## src/rtl/imm_gen_pipe.sv

```systemverilog
`default_nettype none
// ============================================================================
// Module   : imm_gen_pipe (plus package imm_gen_pkg)
// Brief    : RV32I/RV64I immediate generator between decode and execute.
//            Decodes the I/S/B/U/J immediate formats, sign-extends the
//            result to XLEN and holds it in a 2-entry skid buffer with a
//            valid/ready handshake on both sides.
// Ports    : clk          - clock, rising edge
//            reset_n      - asynchronous active-low reset
//            flush        - synchronous clear of all buffered entries
//            in_valid     - upstream word valid
//            in_ready     - block can accept (registered, state only)
//            instruction  - raw 32-bit instruction word
//            encoding     - encoding class (enc_t)
//            out_valid    - imm/err valid
//            out_ready    - downstream accepts
//            imm          - sign-extended immediate, XLEN bits
//            err          - encoding carries no immediate
// Revision : 1.0 - initial release
// ============================================================================

package imm_gen_pkg;
    typedef enum logic [2:0] {
        I_TYPE = 3'd0,
        S_TYPE = 3'd1,
        B_TYPE = 3'd2,
        U_TYPE = 3'd3,
        J_TYPE = 3'd4,
        R_TYPE = 3'd5
    } enc_t;
endpackage

module imm_gen_pipe
    import imm_gen_pkg::*;
#(
    parameter int XLEN     = 32,
    parameter bit J_ENABLE = 1'b1
) (
    input  logic            clk,
    input  logic            reset_n,
    input  logic            flush,
    input  logic            in_valid,
    output logic            in_ready,
    input  logic [31:0]     instruction,
    input  enc_t            encoding,
    output logic            out_valid,
    input  logic            out_ready,
    output logic [XLEN-1:0] imm,
    output logic            err
);

    if (XLEN != 32 && XLEN != 64) begin : g_xlen_check
        $error("imm_gen_pipe: XLEN must be 32 or 64");
    end

    typedef enum logic [1:0] {
        EMPTY = 2'd0,
        ONE   = 2'd1,
        FULL  = 2'd2
    } state_t;

    state_t            r_state;
    state_t            w_state_next;
    logic              r_in_ready;
    logic [XLEN-1:0]   r_h_imm;
    logic              r_h_err;
    logic [XLEN-1:0]   r_s_imm;
    logic              r_s_err;

    logic [31:0]       w_imm32;
    logic [XLEN-1:0]   w_imm;
    logic              w_err;
    logic              w_push;
    logic              w_pop;
    logic              w_load_head_new;
    logic              w_load_head_second;
    logic              w_load_second;
    logic              w_unused;

    // Opcode bits never contribute to an immediate.
    assign w_unused = ^instruction[6:0];

    // ------------------------------------------------------------------
    // Decode. Every format takes its sign from instruction[31], so the
    // 32-bit result can simply be sign-extended to XLEN afterwards.
    // ------------------------------------------------------------------
    always_comb begin
        w_imm32 = 32'd0;
        w_err   = 1'b0;
        case (encoding)
            I_TYPE: w_imm32 = 32'($signed(instruction[31:20]));
            S_TYPE: w_imm32 = 32'($signed({instruction[31:25], instruction[11:7]}));
            B_TYPE: w_imm32 = 32'($signed({instruction[31], instruction[7],
                                            instruction[30:25], instruction[11:8], 1'b0}));
            U_TYPE: w_imm32 = {instruction[31:12], 12'd0};
            J_TYPE: begin
                if (J_ENABLE) begin
                    w_imm32 = 32'($signed({instruction[31], instruction[19:12],
                                            instruction[20], instruction[30:21], 1'b0}));
                end else begin
                    w_err = 1'b1;
                end
            end
            default: w_err = 1'b1;
        endcase
    end

    assign w_imm = XLEN'($signed(w_imm32));

    // ------------------------------------------------------------------
    // Buffer control
    // ------------------------------------------------------------------
    assign out_valid = (r_state != EMPTY);
    assign in_ready  = r_in_ready;
    assign w_push    = in_valid & r_in_ready;
    assign w_pop     = out_valid & out_ready;

    always_ff @(posedge clk or negedge reset_n) begin
        if (!reset_n) begin
            r_state    <= EMPTY;
            r_in_ready <= 1'b0;
        end else begin
            r_state    <= w_state_next;
            // Registered so in_ready never sees out_ready combinationally.
            r_in_ready <= (w_state_next != FULL);
        end
    end

    always_comb begin
        w_state_next       = r_state;
        w_load_head_new    = 1'b0;
        w_load_head_second = 1'b0;
        w_load_second      = 1'b0;
        if (flush) begin
            w_state_next = EMPTY;
        end else begin
            case (r_state)
                EMPTY: begin
                    if (w_push) begin
                        w_state_next    = ONE;
                        w_load_head_new = 1'b1;
                    end
                end
                ONE: begin
                    if (w_push && w_pop) begin
                        w_load_head_new = 1'b1;
                    end else if (w_push) begin
                        w_state_next  = FULL;
                        w_load_second = 1'b1;
                    end else if (w_pop) begin
                        w_state_next = EMPTY;
                    end
                end
                FULL: begin
                    if (w_pop) begin
                        w_state_next       = ONE;
                        w_load_head_second = 1'b1;
                    end
                end
                default: w_state_next = EMPTY;
            endcase
        end
    end

    // ------------------------------------------------------------------
    // Entry storage: head drives the outputs, second is the skid slot.
    // ------------------------------------------------------------------
    always_ff @(posedge clk or negedge reset_n) begin
        if (!reset_n) begin
            r_h_imm <= '0;
            r_h_err <= 1'b0;
            r_s_imm <= '0;
            r_s_err <= 1'b0;
        end else begin
            if (w_load_head_new) begin
                r_h_imm <= w_imm;
                r_h_err <= w_err;
            end else if (w_load_head_second) begin
                r_h_imm <= r_s_imm;
                r_h_err <= r_s_err;
            end
            if (w_load_second) begin
                r_s_imm <= w_imm;
                r_s_err <= w_err;
            end
        end
    end

    assign imm = r_h_imm;
    assign err = r_h_err;

endmodule

`default_nettype wire

```

## config.mk

```make
export PLATFORM = sky130hd
export DESIGN_NAME = imm_gen_pipe
export DESIGN_NICKNAME = d
export VERILOG_FILES = /design/src/rtl/imm_gen_pipe.sv
export SDC_FILE = /design/constraint.sdc
export NUM_CORES = 1
export LEC_CHECK = 0
export CORE_ASPECT_RATIO = 0.8
export CORE_MARGIN = 3
export CORE_UTILIZATION = 45
export CTS_BUF_LIST = sky130_fd_sc_hd__clkbuf_4 sky130_fd_sc_hd__clkbuf_8
export DETAILED_ROUTE_END_ITERATION = 8
export GPL_TIMING_DRIVEN = 0
export HOLD_SLACK_MARGIN = 0.06
export PLACE_DENSITY = 0.75
export SLEW_MARGIN = 20
export SYNTH_ARGS = -nofsm -noshare
export SYNTH_HDL_FRONTEND = slang
export SYNTH_SLANG_ARGS = --single-unit
```

## constraint.sdc

```tcl
create_clock -name clk -period 3.64 [get_ports clk]
set_input_delay 0.728 -clock clk [delete_from_list [all_inputs] [get_ports clk]]
set_output_delay 0.728 -clock clk [all_outputs]
set_load 0.02 [all_outputs]
```

Word-level counts from Yosys, hierarchy flattened
Cells that the tools add are included.
{ "op_classes": {"n_eq_ne": 7, "n_mux": 23, "bitwise": 2, "n_reduce_logical": 6} }
{ "op_table": {"columns": ["operator", "n"], "rows": [
  ["32-bit case mux with 5 select lines", 1],
  ["32-bit two-way mux", 2],
  ["1-bit two-way mux", 12],
  ["2-bit two-way mux", 6],
  ["3-bit by 2-bit equality test with 1-bit output, second input constant", 2],
  ["2-bit case mux with 3 select lines", 1],
  ["5-bit OR reduction", 1],
  ["2-bit nonzero test", 2],
  ["3-bit by 1-bit equality test with 1-bit output, second input constant", 1],
  ["3-bit equality test, second input constant", 1],
  ["3-bit zero test", 1],
  ["1-bit AND", 2],
  ["2-bit by 1-bit equality test with 1-bit output, second input constant", 1],
  ["2-bit equality test, second input constant", 1],
  ["2-bit zero test", 1],
  ["2-bit != test, second input constant", 1],
  ["1-bit case mux with 2 select lines", 1],
  ["1-bit logical AND", 1]
]} }
{ "totals": {"regBits": 69, "input_bits": 40, "elab_cells": 44} }

Logic depth before layout (Yosys ltp)
{ "depth": {"word_depth": 8, "depth_mapped": 6, "depth_no_buf": 4} }

Worst setup path after synthesis
Ideal clock, no wire load.
{ "synth_timing": {"path_kind": "input-to-reg", "from": "input flush", "to": "register r_h_imm[29] (netlist: imm[29])", "setup_time_ps": 126, "arrival_time_ps": 1630, "required_ps": 3514, "slack_ps": 1884, "stages": 5, "path_buffers": 2, "path_cell_list": "and4bb_1 buf_2 a31oi_4 buf_2 a221o_1"} }
{ "synth_via": {"elab_chain_cells": 2} }
{ "synth_lines": {"columns": ["item", "line", "source"], "rows": [
  ["from (decl)", "41", "input logic flush,"],
  ["1-bit two-way mux", "134", "if (flush) begin"],
  ["32-bit two-way mux / 2-bit nonzero test (equally long branches)", null, null],
  ["to (signal assigned)", "176", "r_h_imm <= w_imm;"],
  ["to (signal assigned)", "179", "r_h_imm <= r_s_imm;"],
  ["to (decl)", "65", "logic [XLEN-1:0] r_h_imm;"]
]} }
Parallel ways exist; a longest one is shown, timed or not.
A chain may end at the register's enable or synchronous reset.

Worst setup path after layout
{ "layout_timing": {"from": "register r_state[1]", "to": "output out_valid"} }
{ "layout_via": {"elab_chain_cells": 1} }
{ "layout_lines": {"columns": ["item", "line", "source"], "rows": [
  ["from (decl)", "62", "state_t r_state;"],
  ["from (signal assigned)", "123", "r_state <= w_state_next;"],
  ["2-bit nonzero test", "113", "assign out_valid = (r_state != EMPTY);"],
  ["to (decl)", "46", "output logic out_valid,"]
]} }
No other way between the ends.

==> flow_metrics.py <==
metrics = {
    "critical_path": {
        "crit_end": "out_valid",
        "cp-startpoint": "r_state[1]",
        "cpMaxStageDelayCell": "clkdlybuf4s50_1",
        "crit_buf_inv": 1,
        "r2r-start": "r_state[0]",
        "crit_cells": 2,
        "reg2reg_depth": 5,
        "crit_chain": "or2_2, clkdlybuf4s50_1",
        "cp_max_fo": 6,
        "cp_top_family": "buffers and inverters",
        "r2r_setup_slack_ns": 1.99,
        "start_kind": "flip-flop",
        "endpoint_kind": "output port",
        "worstPathArrival_ns": 1.62,
        "critPathMaxStageDelay_ns": 0.54,
        "r2r_end": "imm[17]",
        "required_ns": 2.91,
        "path_class": "flip-flop to output port",
    },
    "placed_design": {
        "port_buffers": 67,
        "dp_slack_ns": 1.19,
        "place_congestion": 0.806,
        "dpl.hpwl_mm": 5.61,
        "place_area_um2": 3880,
    },
    "yosys": {
        "ys_types": 34,
        "netlist_area_um2": 3090,
        "syn_area_per_cell_um2": 10.5,
        "synth_ff_type": "dfrtp_1",
        "synth_edf_count": 0,
        "seq_area_frac_synth_pct": 55.9,
        "synthCells": 295,
        "async_reset_ff_share_pct": 100,
        "ys_ff_latch": 69,
        "yosys_warnings": 0,
        "synthesis.nets": 335,
    },
    "die": {
        "die_height_um": 80.1,
        "start_util_pct": 47.4,
        "die_x_um": 98.6,
        "rows": 26,
        "fp.coreArea_um2": 6510,
        "die-area_um2": 7890,
        "ios": 75,
    },
    "finish": {
        "fin_area_um2": 4090,
        "diodes": 0,
        "final_layout_size_suffix_gt1_share_pct": 10.8,
        "final_core_util_pct": 62.8,
        "syn2layout_area_growth_pct": 32.5,
        "nets": 414,
    },
    "clocking": {
        "cts_htree_levels": 3,
        "cts_buffers": 9,
        "cts_hold_buf": 0,
        "post_cts_buffers": 0,
        "worstSkewPairLatency_ns": 0.34,
        "post_cts_resized": 0,
        "cts_buffer_depth": 2,
        "tritoncts": "built",
        "cts_root_buf": "clkbuf_8",
        "clkTransAtPathRegs_ns": 0.07,
        "clock_sinks": 69,
    },
    "flow_run": {
        "drv_cap": 0,
    },
    "timing": {
        "hold_violations": 0,
        "slew_headroom_pct": 65.0,
        "max_freq_ghz": 0.426,
        "fin_crit_ns": 2.35,
        "hold_slack_ns": 0.297,
        "setup_viol": 0,
        "post-route-period-util_pct": 64.5,
        "rsz0062_at_grt": "no",
        "fin_ws_ns": 1.29,
        "finalMaxSlewViolations": 0,
        "finalClockSkew_ns": 0.00738,
        "worst_slew_pin_slew_ns": 0.525,
    },
    "detailed_routing": {
        "wl_mm": 7.88,
        "drc": 0,
        "vias_per_cell": 5.60,
        "vias": 2591,
        "routedWlPerCell_um": 17.0,
        "drtAntennaViolNets": 0,
        "firstDrtPassIters": 4,
        "drt_iter0_drc": 197,
    },
    "min_path": {
        "hp-class": "primary input to asynchronous set/reset pin",
    },
    "power": {
        "power.switching_mw": 0.635,
        "comb_power_share_pct": 23.6,
        "p_seq_share_pct": 46.6,
        "p_per_area_nw_per_um2": 530,
        "p_total_mw": 2.17,
        "power.internal_mw": 1.53,
        "ir_drop_mv": 0.311,
        "p_clk_share_pct": 29.8,
        "swShare_pct": 29.3,
        "leakage_nw": 1.82,
    },
    "run_status": {
        "status": "complete, no violations",
    },
    "global_route": {
        "grt_pass1_vias": 2601,
        "grt_pass1_wl_mm": 13.2,
        "grt_use_total_pct": 21.4,
        "antenna_found_initial": 0,
        "overflow": 0,
        "grt_max_degree": 42,
    },
}
## per-layer routing
metal / vias up / wire length (µm) / GRT usage, %
met3: 10 / 560 / 6.08
li1: 1239 / - / -
met2: 95 / 3420 / 31.4
met5: - / 0 / 0
met1: 1247 / 3810 / 32.1
met4: 0 / 82 / 3.68
## registers in the layout (all words and copies together) (netlist names)
signal and cells:
imm 32, err 1, r_s_imm 32, in_ready 1, r_s_err 1, r_state 2
## power groups by stage
stage / clock, mW / combinational [mW] / sequential (mW)
2_1_floorplan: 0 / 0.204 / 1.08
3_3_place_gp: 0 / 0.499 / 1.02
3_5_place_dp: 0 / 0.512 / 1.02
4_1_cts: 0.653 / 0.516 / 1.01
5_1_grt: 0.683 / 0.562 / 1.03
6_report: 0.646 / 0.510 / 1.01
## cell type report
cell class	count	area [µm²]
Clock buffer	11	151
Buffer	23	111
Inverter	4	15.0
Fill cell	559	2420
Tap cell	84	105
Timing Repair Buffer	68	688
Multi-Input combinational cell	199	1230
Sequential cell	69	1730
Clock inverter	5	57.6
## worst register-to-register path, delay by kind of cell (launching register included)
kind            cells  cell delay [ns]
buf+inv             2             0.63
flops               1             0.43
simple gates        1             0.26
compound gates      2             0.25
## worst min path at each step
| stage | depth (start not counted) | slack (ns) | endpoint | startpoint |
|---|---|---|---|---|
| 4_1_cts | 1 | 0.30 | imm[6] | reset_n |
| 3_3_place_gp | 2 | 0.45 | imm[10] | imm[10] |
| 2_1_floorplan | 0 | 0.43 | err | reset_n |
| 3_5_place_dp | 2 | 0.46 | imm[9] | imm[9] |
| 6_report | 1 | 0.30 | imm[6] | reset_n |
| 5_1_grt | 1 | 0.31 | imm[6] | reset_n |
## cells by family (layout without fill, tap and decap cells)
family	count (synthesis)	in the layout	share of synthesized area [%]
multiplexers	15	15	4.95
AO/OA/AOI/OAI	102	102	22.9
flip-flops	69	69	55.9
XOR/XNOR	1	1	0.284
AND/OR/NAND/NOR	80	80	11.5
buffers and inverters	27	111	4.09
adder cells (fa/ha/maj)	1	1	0.324
## cell usage in the layout, fill, tap and decap left out, types with 2 or more instances in the layout
master,instances
o21a_1,2
o21ai_1,2
dfrtp_1,69
a21oi_1,12
a22oi_1,13
a221o_1,12
a31oi_1,13
nand2_1,45
nand2_2,2
nand3_1,3
and3_1,2
clkbuf_8,11
inv_1,4
clkbuf_1,6
a32oi_1,6
buf_4,3
clkinv_2,2
mux2_2,2
clkdlybuf4s50_1,66
a22o_1,6
mux2i_1,13
nor2b_1,5
buf_2,14
nor2_1,17
a2bb2oi_1,4
o21ai_0,29
nand2b_1,2
## through the flow
stage | instances | TNS [ns]
after floorplan | 295 | 0
after global placement | 446 | -28.97
after detailed placement | 447 | 0
after CTS | 463 | 0
after global routing | 463 | 0
final | 463 | 0
## cell usage after synthesis (6+ instances only)
cell type | n | area (µm²)
a221o_1 | 12 | 120
a22oi_1 | 13 | 97.6
a22o_1 | 6 | 52.6
nor2_1 | 17 | 63.8
clkbuf_1 | 6 | 22.5
a31oi_1 | 13 | 81.3
a32oi_1 | 6 | 52.6
nand2_1 | 45 | 169
a21oi_1 | 12 | 60.1
buf_2 | 14 | 70.1
dfrtp_1 | 69 | 1730
o21ai_0 | 29 | 145
mux2i_1 | 13 | 130
Note: power is estimated with default switching activity, not from simulation.
